--- src/rtl/cu_pkg.sv ---
// Shared definitions for the accumulator-CPU control unit: state encoding,
// opcodes, register-reference masks and the decoded-op record.
package cu_pkg;

    typedef logic [2:0] state_t;

    localparam state_t ST_IDLE     = 3'd0;
    localparam state_t ST_CLEAR    = 3'd1;
    localparam state_t ST_FETCH    = 3'd2;
    localparam state_t ST_DECODE   = 3'd3;
    localparam state_t ST_INDIRECT = 3'd4;
    localparam state_t ST_EXEC_REG = 3'd5;
    localparam state_t ST_EXEC_MEM = 3'd6;
    localparam state_t ST_HALT     = 3'd7;

    localparam logic [2:0] OP_ADD = 3'b001;
    localparam logic [2:0] OP_LDA = 3'b010;
    localparam logic [2:0] OP_STA = 3'b011;
    localparam logic [2:0] OP_BUN = 3'b100;
    localparam logic [2:0] OP_ISZ = 3'b110;
    localparam logic [2:0] OP_REG = 3'b111;

    localparam logic [11:0] RR_CLA = 12'h800;
    localparam logic [11:0] RR_CLE = 12'h400;
    localparam logic [11:0] RR_CMA = 12'h200;
    localparam logic [11:0] RR_CIR = 12'h080;
    localparam logic [11:0] RR_CIL = 12'h040;
    localparam logic [11:0] RR_INC = 12'h020;
    localparam logic [11:0] RR_HLT = 12'h001;

    typedef struct packed {
        logic clr_ac;
        logic clr_e;
        logic comp_ac;
        logic load_ac;
        logic cir_r;
        logic cir_l;
        logic inc_ac;
        logic add;
        logic load;
        logic store;
        logic branch;
        logic isz;
        logic is_mem;
        logic is_ind;
        logic is_hlt;
        logic is_illegal;
    } dec_op_t;

endpackage

--- src/rtl/control_unit_ir_decode.sv ---
// Combinational instruction decoder: instruction word to one-bit-per-strobe
// record, flagging anything outside the legal opcode / one-hot patterns.
module ir_decode
    import cu_pkg::*;
(
    input  logic [15:0] i_ir,
    output dec_op_t     o_dec
);

    logic [2:0] opcode;
    logic       ind;

    assign opcode = i_ir[14:12];
    assign ind    = i_ir[15];

    always_comb begin
        o_dec = '0;
        case (opcode)
            OP_ADD: begin o_dec.add    = 1'b1; o_dec.is_mem = 1'b1; o_dec.is_ind = ind; end
            OP_LDA: begin o_dec.load   = 1'b1; o_dec.is_mem = 1'b1; o_dec.is_ind = ind; end
            OP_STA: begin o_dec.store  = 1'b1; o_dec.is_mem = 1'b1; o_dec.is_ind = ind; end
            OP_BUN: begin o_dec.branch = 1'b1; o_dec.is_mem = 1'b1; o_dec.is_ind = ind; end
            OP_ISZ: begin o_dec.isz    = 1'b1; o_dec.is_mem = 1'b1; o_dec.is_ind = ind; end
            OP_REG: begin
                if (ind) begin
                    o_dec.load_ac = 1'b1;
                end else begin
                    // Register-reference field must carry exactly one known bit.
                    case (i_ir[11:0])
                        RR_CLA:  o_dec.clr_ac     = 1'b1;
                        RR_CLE:  o_dec.clr_e      = 1'b1;
                        RR_CMA:  o_dec.comp_ac    = 1'b1;
                        RR_CIR:  o_dec.cir_r      = 1'b1;
                        RR_CIL:  o_dec.cir_l      = 1'b1;
                        RR_INC:  o_dec.inc_ac     = 1'b1;
                        RR_HLT:  o_dec.is_hlt     = 1'b1;
                        default: o_dec.is_illegal = 1'b1;
                    endcase
                end
            end
            default: o_dec.is_illegal = 1'b1;
        endcase
    end

endmodule

--- src/rtl/control_unit.sv ---
// Fetch/decode/indirect/execute sequencer with registered one-hot strobes.
// Optional CU_TIMEOUT_EN adds a wait watchdog that faults into HALT.
module control_unit
    import cu_pkg::*;
#(
    parameter int unsigned TIMEOUT_CYCLES = 15,
    parameter int unsigned CNT_W          = 16
) (
    input  logic             clk,
    input  logic             i_rst,
    input  logic             i_start,
    input  logic [15:0]      i_ir,
    input  logic             i_ex_done,
    input  logic             i_w_mem_ref,
    output logic             o_clr_reg,
    output logic             o_fetch,
    output logic             o_execute,
    output logic             o_is_ind,
    output logic             o_is_dir,
    output logic             o_clr_ac,
    output logic             o_clr_e,
    output logic             o_comp_ac,
    output logic             o_load_ac,
    output logic             o_cir_r,
    output logic             o_cir_l,
    output logic             o_inc_ac,
    output logic             o_add,
    output logic             o_load,
    output logic             o_store,
    output logic             o_branch,
    output logic             o_isz,
    output logic             o_halted,
    output logic             o_illegal,
    output logic             o_fault,
    output logic [CNT_W-1:0] o_icount,
    output logic [2:0]       o_state
);

    if (TIMEOUT_CYCLES < 1) begin : g_bad_timeout
        $error("TIMEOUT_CYCLES must be at least 1");
    end

    state_t  state;
    state_t  state_n;
    dec_op_t dec;
    dec_op_t op_q;
    dec_op_t op_n;
    logic    timeout_hit;
    logic    fault;
    logic    start_ok;
    logic    retire;

    ir_decode u_ir_decode (
        .i_ir  (i_ir),
        .o_dec (dec)
    );

`ifdef CU_TIMEOUT_EN
    localparam int unsigned WAIT_W = $clog2(TIMEOUT_CYCLES + 1);

    logic [WAIT_W-1:0] wait_cnt;
    logic              fault_q;
    logic              waiting;

    assign waiting     = (state == ST_INDIRECT && !i_w_mem_ref) ||
                         (state == ST_EXEC_MEM && !i_ex_done);
    assign timeout_hit = waiting && (wait_cnt == WAIT_W'(TIMEOUT_CYCLES - 1));

    always_ff @(posedge clk) begin
        if (i_rst) begin
            wait_cnt <= '0;
            fault_q  <= 1'b0;
        end else begin
            wait_cnt <= (waiting && !timeout_hit) ? wait_cnt + 1'b1 : '0;
            fault_q  <= fault_q | timeout_hit;
        end
    end

    assign fault = fault_q;
`else
    assign timeout_hit = 1'b0;
    assign fault       = 1'b0;
`endif

    assign start_ok = i_start && !fault;
    assign op_n     = (state == ST_DECODE) ? dec : op_q;

    always_comb begin
        state_n = state;
        case (state)
            ST_IDLE:     if (start_ok) state_n = ST_CLEAR;
            ST_CLEAR:    state_n = ST_FETCH;
            ST_FETCH:    state_n = ST_DECODE;
            ST_DECODE: begin
                if (dec.is_illegal)  state_n = ST_FETCH;
                else if (dec.is_hlt) state_n = ST_HALT;
                else if (dec.is_mem) state_n = dec.is_ind ? ST_INDIRECT : ST_EXEC_MEM;
                else                 state_n = ST_EXEC_REG;
            end
            ST_INDIRECT: begin
                if (i_w_mem_ref)      state_n = ST_EXEC_MEM;
                else if (timeout_hit) state_n = ST_HALT;
            end
            ST_EXEC_REG: state_n = ST_FETCH;
            ST_EXEC_MEM: begin
                if (i_ex_done)        state_n = ST_FETCH;
                else if (timeout_hit) state_n = ST_HALT;
            end
            ST_HALT:     if (start_ok) state_n = ST_FETCH;
            default:     state_n = ST_IDLE;
        endcase
    end

    // A watchdog exit into HALT is a fault, not a retirement.
    assign retire = (state == ST_EXEC_REG) ||
                    (state == ST_EXEC_MEM && i_ex_done) ||
                    (state == ST_DECODE && dec.is_hlt);

    always_ff @(posedge clk) begin
        if (state == ST_DECODE) op_q <= dec;
    end

    always_ff @(posedge clk) begin
        if (i_rst) begin
            state     <= ST_IDLE;
            o_clr_reg <= 1'b0;
            o_fetch   <= 1'b0;
            o_execute <= 1'b0;
            o_is_ind  <= 1'b0;
            o_is_dir  <= 1'b0;
            o_clr_ac  <= 1'b0;
            o_clr_e   <= 1'b0;
            o_comp_ac <= 1'b0;
            o_load_ac <= 1'b0;
            o_cir_r   <= 1'b0;
            o_cir_l   <= 1'b0;
            o_inc_ac  <= 1'b0;
            o_add     <= 1'b0;
            o_load    <= 1'b0;
            o_store   <= 1'b0;
            o_branch  <= 1'b0;
            o_isz     <= 1'b0;
            o_halted  <= 1'b0;
            o_illegal <= 1'b0;
            o_icount  <= '0;
        end else begin
            state     <= state_n;
            o_clr_reg <= (state_n == ST_CLEAR);
            o_fetch   <= (state_n == ST_FETCH);
            o_execute <= (state_n == ST_EXEC_REG) || (state_n == ST_EXEC_MEM);
            o_is_ind  <= (state_n == ST_INDIRECT);
            o_is_dir  <= (state_n == ST_EXEC_MEM);
            o_clr_ac  <= (state_n == ST_EXEC_REG) && op_n.clr_ac;
            o_clr_e   <= (state_n == ST_EXEC_REG) && op_n.clr_e;
            o_comp_ac <= (state_n == ST_EXEC_REG) && op_n.comp_ac;
            o_load_ac <= (state_n == ST_EXEC_REG) && op_n.load_ac;
            o_cir_r   <= (state_n == ST_EXEC_REG) && op_n.cir_r;
            o_cir_l   <= (state_n == ST_EXEC_REG) && op_n.cir_l;
            o_inc_ac  <= (state_n == ST_EXEC_REG) && op_n.inc_ac;
            o_add     <= (state_n == ST_EXEC_MEM) && op_n.add;
            o_load    <= (state_n == ST_EXEC_MEM) && op_n.load;
            o_store   <= (state_n == ST_EXEC_MEM) && op_n.store;
            o_branch  <= (state_n == ST_EXEC_MEM) && op_n.branch;
            o_isz     <= (state_n == ST_EXEC_MEM) && op_n.isz;
            o_halted  <= (state_n == ST_HALT);
            o_illegal <= (state == ST_DECODE) && dec.is_illegal;
            if (retire) o_icount <= o_icount + 1'b1;
        end
    end

    assign o_fault = fault;
    assign o_state = state;

endmodule
--- config.mk ---
export PLATFORM = sky130hd
export DESIGN_NAME = control_unit
export DESIGN_NICKNAME = d
export VERILOG_FILES = /design/src/rtl/cu_pkg.sv /design/src/rtl/control_unit_ir_decode.sv /design/src/rtl/control_unit.sv
export SDC_FILE = /design/constraint.sdc
export NUM_CORES = 1
export LEC_CHECK = 0
export ABC_AREA = 1
export ABC_CLOCK_PERIOD_IN_PS = 4050
export BUFFER_PORTS_ARGS = -buffer_cell sky130_fd_sc_hd__buf_2
export CORE_ASPECT_RATIO = 0.75
export CORE_MARGIN = 10
export CORE_UTILIZATION = 30
export DETAILED_ROUTE_END_ITERATION = 10
export HOLD_SLACK_MARGIN = 0.03
export REMOVE_ABC_BUFFERS = 1
export SKIP_LAST_GASP = 1
export SLEW_MARGIN = 20
export SYNTH_ARGS = -nofsm -noshare
export SYNTH_HDL_FRONTEND = slang
export SYNTH_HIERARCHICAL = 1
export SYNTH_SLANG_ARGS = --single-unit
--- constraint.sdc ---
create_clock -name clk -period 4.05 [get_ports clk]
set_input_delay 0.405 -clock clk [delete_from_list [all_inputs] [get_ports clk]]
set_output_delay 0.405 -clock clk [all_outputs]
set_load 0.01 [all_outputs]
==> flow_metrics.tcl <==
set metrics [dict create \
    critPathCaptureType "flip-flop" \
    post_cts_resize_count 0 \
    die_x_um 123.5 \
    worst_r2r_endpoint "o_load_ac" \
    number_of_iterations_in_the_first_detailed_routing_pass 5 \
    path_class "primary input to flip-flop" \
    grt_first_pass_wirelength_mm 10.19 \
    grt_start_max_net_pins 25 \
    synth_top_area_share_pct 41.56 \
    synthesis.area_um2 2409 \
    antenna_violations_before_repair 0 \
    setup.worst_path.start_class "primary input" \
    post_synth_main_area_contributors "sky130_fd_sc_hd__dfxtp_1 42%, sky130_fd_sc_hd__nand2_1 11%, sky130_fd_sc_hd__nor2_1 11%, sky130_fd_sc_hd__inv_1 8.4%, sky130_fd_sc_hd__nand3_1 4.6%" \
    timing.critical_path.required_ns 4.28 \
    power.density_cell_area_nw_per_um2 452.0 \
    result_of_the_run "finished clean" \
    antenna_left 0 \
    globalRouteTotalUtil_pct 10.25 \
    fp.dieH_um 97.60 \
    final_cell_count_no_fill 524 \
    critical_path_arrival_ns 2.16 \
    yosys_warnings 6 \
    gr-usage-met3_pct 3.078 \
    synthDistinctLibCells 30 \
    post-synth-top-area-cell "sky130_fd_sc_hd__dfxtp_1" \
    post-cts-setup-buffers 0 \
    clock_insertion_delay_worst_skew_ns 0.30 \
    dominantRegCellSynth "sky130_fd_sc_hd__dfxtp_1" \
    design.die.area_um2 12050 \
    final.setup_skew_ns 0.008479 \
    drive_gt1_share_pct 24.82 \
    setup-tns-final_ns 0 \
    critical_path.reg2reg.startpoint "o_state[1]" \
    post_cts_hold_buffer_count 0 \
    syn_to_final_growth_pct 21.35 \
    dp_hpwl_mm 4.794 \
    globalRouteMet2Util_pct 15.45 \
    totalPowerFinal_uw 1321 \
    placement_rows 28 \
    hold_start "i_rst" \
    placement.io_buffers 58 \
    critical_path_peak_fanout 8 \
    cap_violations 0 \
    synth_sequential_area_ratio_pct 41.56 \
    final-setup-viol-count 0 \
    top_register_by_number_of_flip_flops "o_icount" \
    worst_hold_path.endpoint "o_state[0]" \
    synth_area_per_cell_um2 6.690 \
    drc 0 \
    tritoncts_num_sinks 50 \
    final_nets 440 \
    io_pins 60 \
    ff2ff_path_depth 6 \
    largest_reg_flops 16 \
    path_cells "buf_2 > nor2_1 > nand2_2 > inv_1 > nand3_1 > nand2_1 > nor2_1 > nand2_1 > nand2_1 > nor2_1 > o21ai_0 > nand2_1 > nand2_1 > nor2_1 > nand4_2 > nor2_1" \
    first_global_vias 2134 \
    clock_tree_from_tritoncts "yes" \
    utilization_pct 37.24 \
    cts-buffers-inserted 5 \
    grt-busiest-layer "met2" \
    num_antenna_cells 0 \
    grt_setup_unrepaired "false" \
    path_clk_slew_ns 0.10 \
    wire_per_inst_um 11.71 \
    core_area_um2 7848 \
    hold_path.class "primary input to flip-flop" \
    critical-path-slowest-cell "sky130_fd_sc_hd__nand4_2" \
    clockRootBuffer "sky130_fd_sc_hd__clkbuf_8" \
    grt_remaining_overflow 0 \
    slew_viols_final 0 \
    worstHoldPathCells 2 \
    synth_register_bits 50 \
    gr-usage-met1_pct 13.44 \
    post-route-period-util_pct 47.75 \
    place_ws_ns 1.834 \
    vias 2298 \
    route.detailed.vias_per_inst 4.385 \
    place.gp.congestion 0.8265 \
    clk_path_buf_depth 2 \
    fmax_mhz 517.1 \
    synth_enable_flop_cells 0 \
    critical_path.max_stage_delay_ns 0.26 \
    floorplan.initialDensity_pct 30.69 \
    power.leakage_uw 0.001485 \
    hold_viol 0 \
    asyncSetResetFlopFracSynth_pct 0 \
    timing.final.crit_period_ns 1.934 \
    wirelength_mm 6.134 \
    drt_iter0_markers 133 \
    syn-instance-count 360 \
    placed_cells_incl_taps 516 \
    max-vdd-ir-drop_mv 0.2021 \
    slack_of_the_worst_reg_to_reg_path_ns 2.39 \
    h_tree_depth_reported_by_cts 2 \
    worst_slack_ns 2.116 \
]
==> layer usage <==
metal	vias up	part of all wire (%)
li1	1218	-
met5	-	0
met2	44	44
met3	6	6.0
met1	1030	49
met4	0	0.83
==> where the power goes <==
part | switching (uW) | internal (uW) | total (uW)
combinational | 181 | 123 | 304
sequential | 26.8 | 573 | 600
clock | 170 | 247 | 418
total | 378 | 943 | 1320
==> layout make-up <==
type | count | area (um2)
Clock buffer | 5 | 68.82
Clock inverter | 3 | 68.82
Fill cell | 847 | 4925
Inverter | 60 | 225.2
Multi-Input combinational cell | 243 | 1137
Sequential cell | 50 | 1001
Tap cell | 105 | 131.4
Timing Repair Buffer | 58 | 290.3
==> stage by stage <==
step	hold slack, ns	area, um2
floorplan	0.4741	2364
global placement	0.4741	2785
detailed placement	0.4907	2785
CTS	0.4330	2923
global route	0.4465	2923
finish	0.4420	2923
==> worst max path at each step <==
stage | start | endpoint | cells after the start
final | i_ir[1] | o_load_ac | 16
after global placement | i_ir[8] | o_load_ac | 16
after detailed placement | i_ir[1] | o_load_ac | 16
after CTS | i_ir[1] | o_load_ac | 16
after global routing | i_ir[10] | o_load_ac | 16
after floorplan | i_ir[8] | o_cir_l | 15
==> kinds of logic after synthesis <==
family                   count (synthesis)  share of synthesized area (%)
AND/OR/NAND/NOR                        205                          38.60
XOR/XNOR                                 1                         0.3637
flip-flops                              50                          41.56
buffers and inverters                   67                          11.22
AO/OA/AOI/OAI                           35                          7.585
other                                    1                         0.1557
adder cells (fa/ha/maj)                  1                         0.5194
==> placed cells by master (no fill, tap or decap), drive strengths merged <==
cell	n
dfxtp	50
clkinv	1
nor2	79
nand4	7
o21ai	21
nand3b	1
nand2	79
conb	1
o21bai	1
nor3	3
inv	60
nand3	23
xnor2	1
or2	13
clkbuf	5
a21oi	12
bufinv	2
a31oi	1
buf	58
ha	1
==> worst max-delay path: cells and delay by family <==
family	cells	cell delay [ns]
AOI/OAI and AO/OA	1	0.10
buffers and inverters	2	0.20
and+or+nand+nor	13	1.48
==> synth_stat cells, types with 2 or more instances <==
cell	count
sky130_fd_sc_hd__a21oi_1	11
sky130_fd_sc_hd__buf_2	3
sky130_fd_sc_hd__buf_4	2
sky130_fd_sc_hd__dfxtp_1	50
sky130_fd_sc_hd__inv_1	54
sky130_fd_sc_hd__inv_2	6
sky130_fd_sc_hd__nand2_1	72
sky130_fd_sc_hd__nand2_2	6
sky130_fd_sc_hd__nand3_1	22
sky130_fd_sc_hd__nand4_1	6
sky130_fd_sc_hd__nor2_1	69
sky130_fd_sc_hd__nor2_2	7
sky130_fd_sc_hd__nor2_4	3
sky130_fd_sc_hd__nor3_1	3
sky130_fd_sc_hd__o21ai_0	17
sky130_fd_sc_hd__o21ai_1	4
sky130_fd_sc_hd__or2_2	12
(Power assumes the default switching activity.)
